[src/rtl/seven_segment_capture.sv]
// Samples a multiplexed seven-segment bus, de-glitches it and decodes each lit digit back to {enable, dp, hex}.
// Optional per-digit refresh timeout: define SEVEN_SEGMENT_CAPTURE_TIMEOUT_EN.
module seven_segment_capture #(
   parameter int   NUMBER_OF_DIGITS = 4,
   parameter logic CATHODE_COMMON   = 1'b1,
   parameter int   STABLE_CYCLES    = 4,
   parameter int   TIMEOUT_CYCLES   = 65536
) (
   input  logic                        clock,
   input  logic                        reset,
   input  logic [7:0]                  segment_in,
   input  logic [NUMBER_OF_DIGITS-1:0] digit_selector_in,
   input  logic                        clear,
   output logic [5:0]                  digits [0:NUMBER_OF_DIGITS-1],
   output logic [NUMBER_OF_DIGITS-1:0] digit_valid,
   output logic [NUMBER_OF_DIGITS-1:0] pattern_error,
   output logic                        update
);

   localparam int NUMBER_OF_SEGMENTS = 8;
   localparam int RUN_W = $clog2(STABLE_CYCLES);
   localparam logic [RUN_W-1:0] RUN_LAST = RUN_W'(STABLE_CYCLES - 1);
   localparam logic [RUN_W-1:0] RUN_ARM  = RUN_W'(STABLE_CYCLES - 2);

   if (NUMBER_OF_DIGITS < 1 || NUMBER_OF_DIGITS > 16) begin : g_bad_digit_count
      $error("seven_segment_capture: NUMBER_OF_DIGITS must be 1..16");
   end
   if (STABLE_CYCLES < 2) begin : g_bad_stable_cycles
      $error("seven_segment_capture: STABLE_CYCLES must be at least 2");
   end
   if (TIMEOUT_CYCLES < 1) begin : g_bad_timeout_cycles
      $error("seven_segment_capture: TIMEOUT_CYCLES must be at least 1");
   end

   // Map the segment pattern (bit0=a .. bit6=g) to {hit, hex}; hit=0 for anything outside the font.
   function automatic logic [4:0] decode_hex(input logic [6:0] seg);
      logic [4:0] result;
      case (seg)
         7'h3F:   result = {1'b1, 4'h0};
         7'h06:   result = {1'b1, 4'h1};
         7'h5B:   result = {1'b1, 4'h2};
         7'h4F:   result = {1'b1, 4'h3};
         7'h66:   result = {1'b1, 4'h4};
         7'h6D:   result = {1'b1, 4'h5};
         7'h7D:   result = {1'b1, 4'h6};
         7'h07:   result = {1'b1, 4'h7};
         7'h7F:   result = {1'b1, 4'h8};
         7'h6F:   result = {1'b1, 4'h9};
         7'h77:   result = {1'b1, 4'hA};
         7'h7C:   result = {1'b1, 4'hB};
         7'h39:   result = {1'b1, 4'hC};
         7'h5E:   result = {1'b1, 4'hD};
         7'h79:   result = {1'b1, 4'hE};
         7'h71:   result = {1'b1, 4'hF};
         default: result = 5'b0;
      endcase
      return result;
   endfunction

   logic [NUMBER_OF_SEGMENTS-1:0] seg_norm, seg_meta, seg_sync, seg_prev;
   logic [NUMBER_OF_DIGITS-1:0]   sel_norm, sel_meta, sel_sync, sel_prev;
   logic [RUN_W-1:0]              run;
   logic                          stable;
   logic                          capture;
   logic [NUMBER_OF_DIGITS-1:0]   write_en;
   logic [4:0]                    decoded;
   logic                          blank;

   // Everything downstream of here works in active-high terms.
   assign seg_norm = CATHODE_COMMON ? segment_in : ~segment_in;
   assign sel_norm = CATHODE_COMMON ? ~digit_selector_in : digit_selector_in;

   // NOTE: state updates use non-blocking assignments so every flop samples pre-edge values.
   always_ff @(posedge clock or negedge reset) begin
      if (!reset) begin
         seg_meta <= '0;
         seg_sync <= '0;
         sel_meta <= '0;
         sel_sync <= '0;
      end else begin
         seg_meta <= seg_norm;
         seg_sync <= seg_meta;
         sel_meta <= sel_norm;
         sel_sync <= sel_meta;
      end
   end

   assign stable  = (seg_sync == seg_prev) && (sel_sync == sel_prev);
   assign capture = stable && (run == RUN_ARM);

   always_ff @(posedge clock or negedge reset) begin
      if (!reset) begin
         seg_prev <= '0;
         sel_prev <= '0;
         run      <= '0;
      end else begin
         seg_prev <= seg_sync;
         sel_prev <= sel_sync;
         if (clear || !stable) begin
            run <= '0;
         end else if (run != RUN_LAST) begin
            run <= run + 1'b1;
         end
      end
   end

   // NOTE: defaults come first in always_comb so no path leaves a signal unassigned (no latches).
   always_comb begin
      write_en = '0;
      if (capture && $onehot(sel_sync)) begin
         write_en = sel_sync;
      end
      decoded = decode_hex(seg_sync[6:0]);
      blank   = (seg_sync[6:0] == 7'h00) && !seg_sync[7];
   end

`ifdef SEVEN_SEGMENT_CAPTURE_TIMEOUT_EN
   localparam int TIMEOUT_W = $clog2(TIMEOUT_CYCLES + 1);
   localparam logic [TIMEOUT_W-1:0] TIMEOUT_MAX = TIMEOUT_W'(TIMEOUT_CYCLES);
   localparam logic [TIMEOUT_W-1:0] TIMEOUT_ARM = TIMEOUT_W'(TIMEOUT_CYCLES - 1);
   logic [TIMEOUT_W-1:0] refresh [0:NUMBER_OF_DIGITS-1];
`endif

   // NOTE: the per-digit register file is reset like ordinary flops; it is small and consumers need known values.
   always_ff @(posedge clock or negedge reset) begin
      if (!reset) begin
         for (int d = 0; d < NUMBER_OF_DIGITS; d++) begin
            digits[d] <= '0;
`ifdef SEVEN_SEGMENT_CAPTURE_TIMEOUT_EN
            refresh[d] <= '0;
`endif
         end
         digit_valid   <= '0;
         pattern_error <= '0;
         update        <= 1'b0;
      end else if (clear) begin
         for (int d = 0; d < NUMBER_OF_DIGITS; d++) begin
            digits[d] <= '0;
`ifdef SEVEN_SEGMENT_CAPTURE_TIMEOUT_EN
            refresh[d] <= '0;
`endif
         end
         digit_valid   <= '0;
         pattern_error <= '0;
         update        <= 1'b0;
      end else begin
         update <= |write_en;
         for (int d = 0; d < NUMBER_OF_DIGITS; d++) begin
            if (write_en[d]) begin
               digit_valid[d] <= 1'b1;
               if (blank) begin
                  digits[d]        <= '0;
                  pattern_error[d] <= 1'b0;
               end else if (decoded[4]) begin
                  digits[d]        <= {1'b1, seg_sync[7], decoded[3:0]};
                  pattern_error[d] <= 1'b0;
               end else begin
                  // Undecodable: keep the last good value, flag the error.
                  pattern_error[d] <= 1'b1;
               end
`ifdef SEVEN_SEGMENT_CAPTURE_TIMEOUT_EN
               refresh[d] <= '0;
            end else if (refresh[d] == TIMEOUT_ARM) begin
               refresh[d]       <= TIMEOUT_MAX;
               digits[d]        <= '0;
               digit_valid[d]   <= 1'b0;
               pattern_error[d] <= 1'b0;
            end else if (refresh[d] != TIMEOUT_MAX) begin
               refresh[d] <= refresh[d] + 1'b1;
`endif
            end
         end
      end
   end

endmodule

[config.mk]
export PLATFORM = sky130hd
export DESIGN_NAME = seven_segment_capture
export DESIGN_NICKNAME = d
export VERILOG_FILES = /design/src/rtl/seven_segment_capture.sv
export SDC_FILE = /design/constraint.sdc
export NUM_CORES = 1
export LEC_CHECK = 0
export ABC_AREA = 1
export CAP_MARGIN = 20
export CORE_AREA = 2 2 80 82
export DETAILED_ROUTE_END_ITERATION = 8
export DIE_AREA = 0 0 82 84
export PLACE_DENSITY = 0.74
export SYNTH_ARGS = -nofsm -noshare
export SYNTH_HDL_FRONTEND = slang
export SYNTH_SLANG_ARGS = --single-unit
[constraint.sdc]
create_clock -name clock -period 3 [get_ports clock]
set_clock_uncertainty 0.1 [all_clocks]
set_input_delay 0.6 -clock clock [delete_from_list [all_inputs] [get_ports clock]]
set_output_delay 0.6 -clock clock [all_outputs]
set_load 0.03 [all_outputs]
==> results <==
-- cell type report --
cell class / count / share of cell area
clock inverters: 4 / 0.01217
repair buffers: 49 / 0.1298
clock buffers: 12 / 0.03922
well taps: 77 / 0.02603
inverters: 38 / 0.03854
flip-flops and latches: 71 / 0.4801
multi-input cells: 218 / 0.2742
-- registers in the layout (all words and copies together), names as in the netlist --
register,count
digit_valid,4
digits,24
pattern_error,4
run,2
seg_meta,8
seg_prev,8
seg_sync,8
sel_meta,4
sel_prev,4
sel_sync,4
update,1
-- layout by cell type, fill, tap and decap left out, drive strengths merged --
| cell | Yosys | layout |
|---|---|---|
| buf | 2 | 3 |
| nor3 | 2 | 2 |
| dfrtp | 71 | 71 |
| nand3 | 28 | 28 |
| nand3b | 1 | 1 |
| ha | 4 | 4 |
| clkbuf | 1 | 12 |
| nand4 | 6 | 6 |
| clkinv | 0 | 3 |
| inv | 38 | 38 |
| nand2 | 118 | 118 |
| nor2 | 45 | 45 |
| clkdlybuf4s50 | 0 | 46 |
| fa | 1 | 1 |
| and3 | 1 | 1 |
| xnor2 | 4 | 4 |
| xor2 | 1 | 1 |
| bufinv | 0 | 1 |
| a21oi | 7 | 7 |
-- path summary, 6_finish.rpt --
kind | start | slack (ps) | endpoint
max reg2reg | sel_sync[0] | 240 | digits[21]
min | seg_meta[5] | 250 | seg_sync[5]
max in group asynchronous | reset | 1870 | digits[3]
min reg2reg | seg_meta[5] | 250 | seg_sync[5]
max | sel_sync[0] | 240 | digits[21]
min in group asynchronous | reset | 370 | sel_meta[0]
-- routing by layer --
metal / global-route usage / vias up / part of all wire
li1: - / 1132 / -
met1: 0.2489 / 1036 / 0.47
met2: 0.2809 / 43 / 0.48
met3: 0.04978 / 7 / 0.041
met4: 0.07273 / 0 / 0.015
met5: 0 / - / 0
-- worst register-to-register path, stage by stage (launching register included) --
cell and delay (ps):
dfrtp_1 380, inv_1 80, fa_1 530, inv_1 40, ha_1 170, ha_1 260
nor3_1 350, nand4_1 230, nand2_2 220, nand2_2 130, nand2_1 100, nand2_1 50
-- logic make-up after synthesis --
| group | count (synthesis) | share of synthesized area |
|---|---|---|
| compound gates | 7 | 0.01183 |
| flops | 71 | 0.6002 |
| fa+ha+maj | 5 | 0.02367 |
| xor+xnor | 5 | 0.01479 |
| buf+inv | 41 | 0.05706 |
| simple gates | 201 | 0.2925 |
-- power breakdown --
part / total [mW] / leakage [nW] / internal, mW / switching (mW)
registers: 1.05 / 0.886 / 1.01 / 0.0358
clock network: 0.725 / 0.100 / 0.403 / 0.322
logic: 0.274 / 0.930 / 0.105 / 0.169
total: 2.05 / 1.92 / 1.52 / 0.527
-- cells in the mapped netlist (all sizes together) --
cell / count / share of area
a21oi: 7 / 0.012
and3: 1 / 0.0021
buf: 2 / 0.0076
clkbuf: 1 / 0.0013
dfrtp: 71 / 0.60
fa: 1 / 0.0068
ha: 4 / 0.017
inv: 38 / 0.048
nand2: 118 / 0.16
nand3: 28 / 0.047
nand3b: 1 / 0.0025
nand4: 6 / 0.018
nor2: 45 / 0.061
nor3: 2 / 0.0034
xnor2: 4 / 0.012
xor2: 1 / 0.0030
-- through the flow --
| stage | power [mW] | hold WS (ps) |
|---|---|---|
| 2_1_floorplan | 1.220 | 204.4 |
| 3_3_place_gp | 1.336 | 232.0 |
| 3_5_place_dp | 1.343 | 236.4 |
| 4_1_cts | 2.074 | 251.4 |
| 5_1_grt | 2.143 | 254.0 |
| 6_report | 2.046 | 248.1 |
==> summary.txt <==
status: finished, final reports clean
Synth Instances: 330
Root Buffer: clkbuf_8
syn_area_per_cell: 8.971 um2
DIE WIDTH: 82 um
crit path buf inv count: 2
CTS clk-pin slew, worst paths: 70 ps
WHS Path Cells: 0
final-report setup violation count: 0
# fillers: 521
Inserted Clock Buffers: 9
multi-input logic area: 1015 um2
CTS Sinks: 71
vias per cell: 4.729
DRT iter0 DRCs: 158
syn_nets: 350
GR Overflow Total: 0
CP top delay family: simple AND/OR/NAND/NOR gates
GRT Overall Usage: 0.1841
final core occ: 0.6071
Max Slew Vio Count: 0
unrepaired setup endpoints after global routing: no
register area: 1777 um2
H-tree depth: 3
TritonCTS clock tree: yes
Setup WS post-layout: 238.7 ps
HPWL Detailed: 3916 um
Post-CTS Setup Bufs: 0
# Max-Cap Violations: 0
critical path class: flop to flop
final net count: 407
Core ar.: 6096 um2
crit path cell chain: inv_1, fa_1, inv_1, ha_1, ha_1, nor3_1, nand4_1, nand2_2, nand2_2, nand2_1, nand2_1
Synth Register Bits: 71
DIE AREA: 6888 um2
fin area: 3701 um2
CTS Buffer Depth: 2
critical path capture point type: flop
Crit path depth: 11
Resized cells post-CTS: 0
Yosys cell types: 20
Post-CTS Hold Fix Bufs: 0
Place WS: 211.5 ps
Pwr Density: 552.9 nW/um2
DR vias: 2,218
first-pass GRT wire length: 9563 um
GP Congestion: 0.8778
initial antenna violation count: 0
vias in the first global route: 2,129
Hold Vio Cnt, Final: 0
CP peak stage delay: 530 ps
Tmin final: 2761 ps
port bufs: 47
# IOs: 48
largest net degree at the start of global routing: 72
fin crit share: 0.9204
setup TNS: 0 ps
Post-Route WL: 5456 um
leakage power: 1.916 nW
DRC viols: 0
Worst Tran Pin Value: 877.1 ps
Worst path slowest cell: fa_1
WL/cell: 11.63 um
Peak Freq: 0.3621 GHz
Post-DRT Antenna Nets: 0
die height: 84 um
synth warn: 0
Final Non-Filler Cells: 469
Crit path arrival time: 2890 ps
Netlist Area Pre-Place: 2960 um2
area grow syn2layout: 25.02%
post-synthesis sequential area ratio: 0.6002
Req. time, crit path: 3130 ps
Worst Reg-to-Reg Cells: 11
Slew headroom: 0.4152
# diodes: 0
crit path max fanout: 8
Placed Instances: 453
CP Launch Type: flop
share of cells above drive strength 1: 0.1046
DP Area: 3511 um2
Hold Crit Class: flop to flop
FP Rows: 29
initial core utilization: 0.4856
DR pass1 iterations: 4
VDD IR max: 354.3 uV
worst skew pair latency: 330 ps
Power figures use the tool's default switching activity.
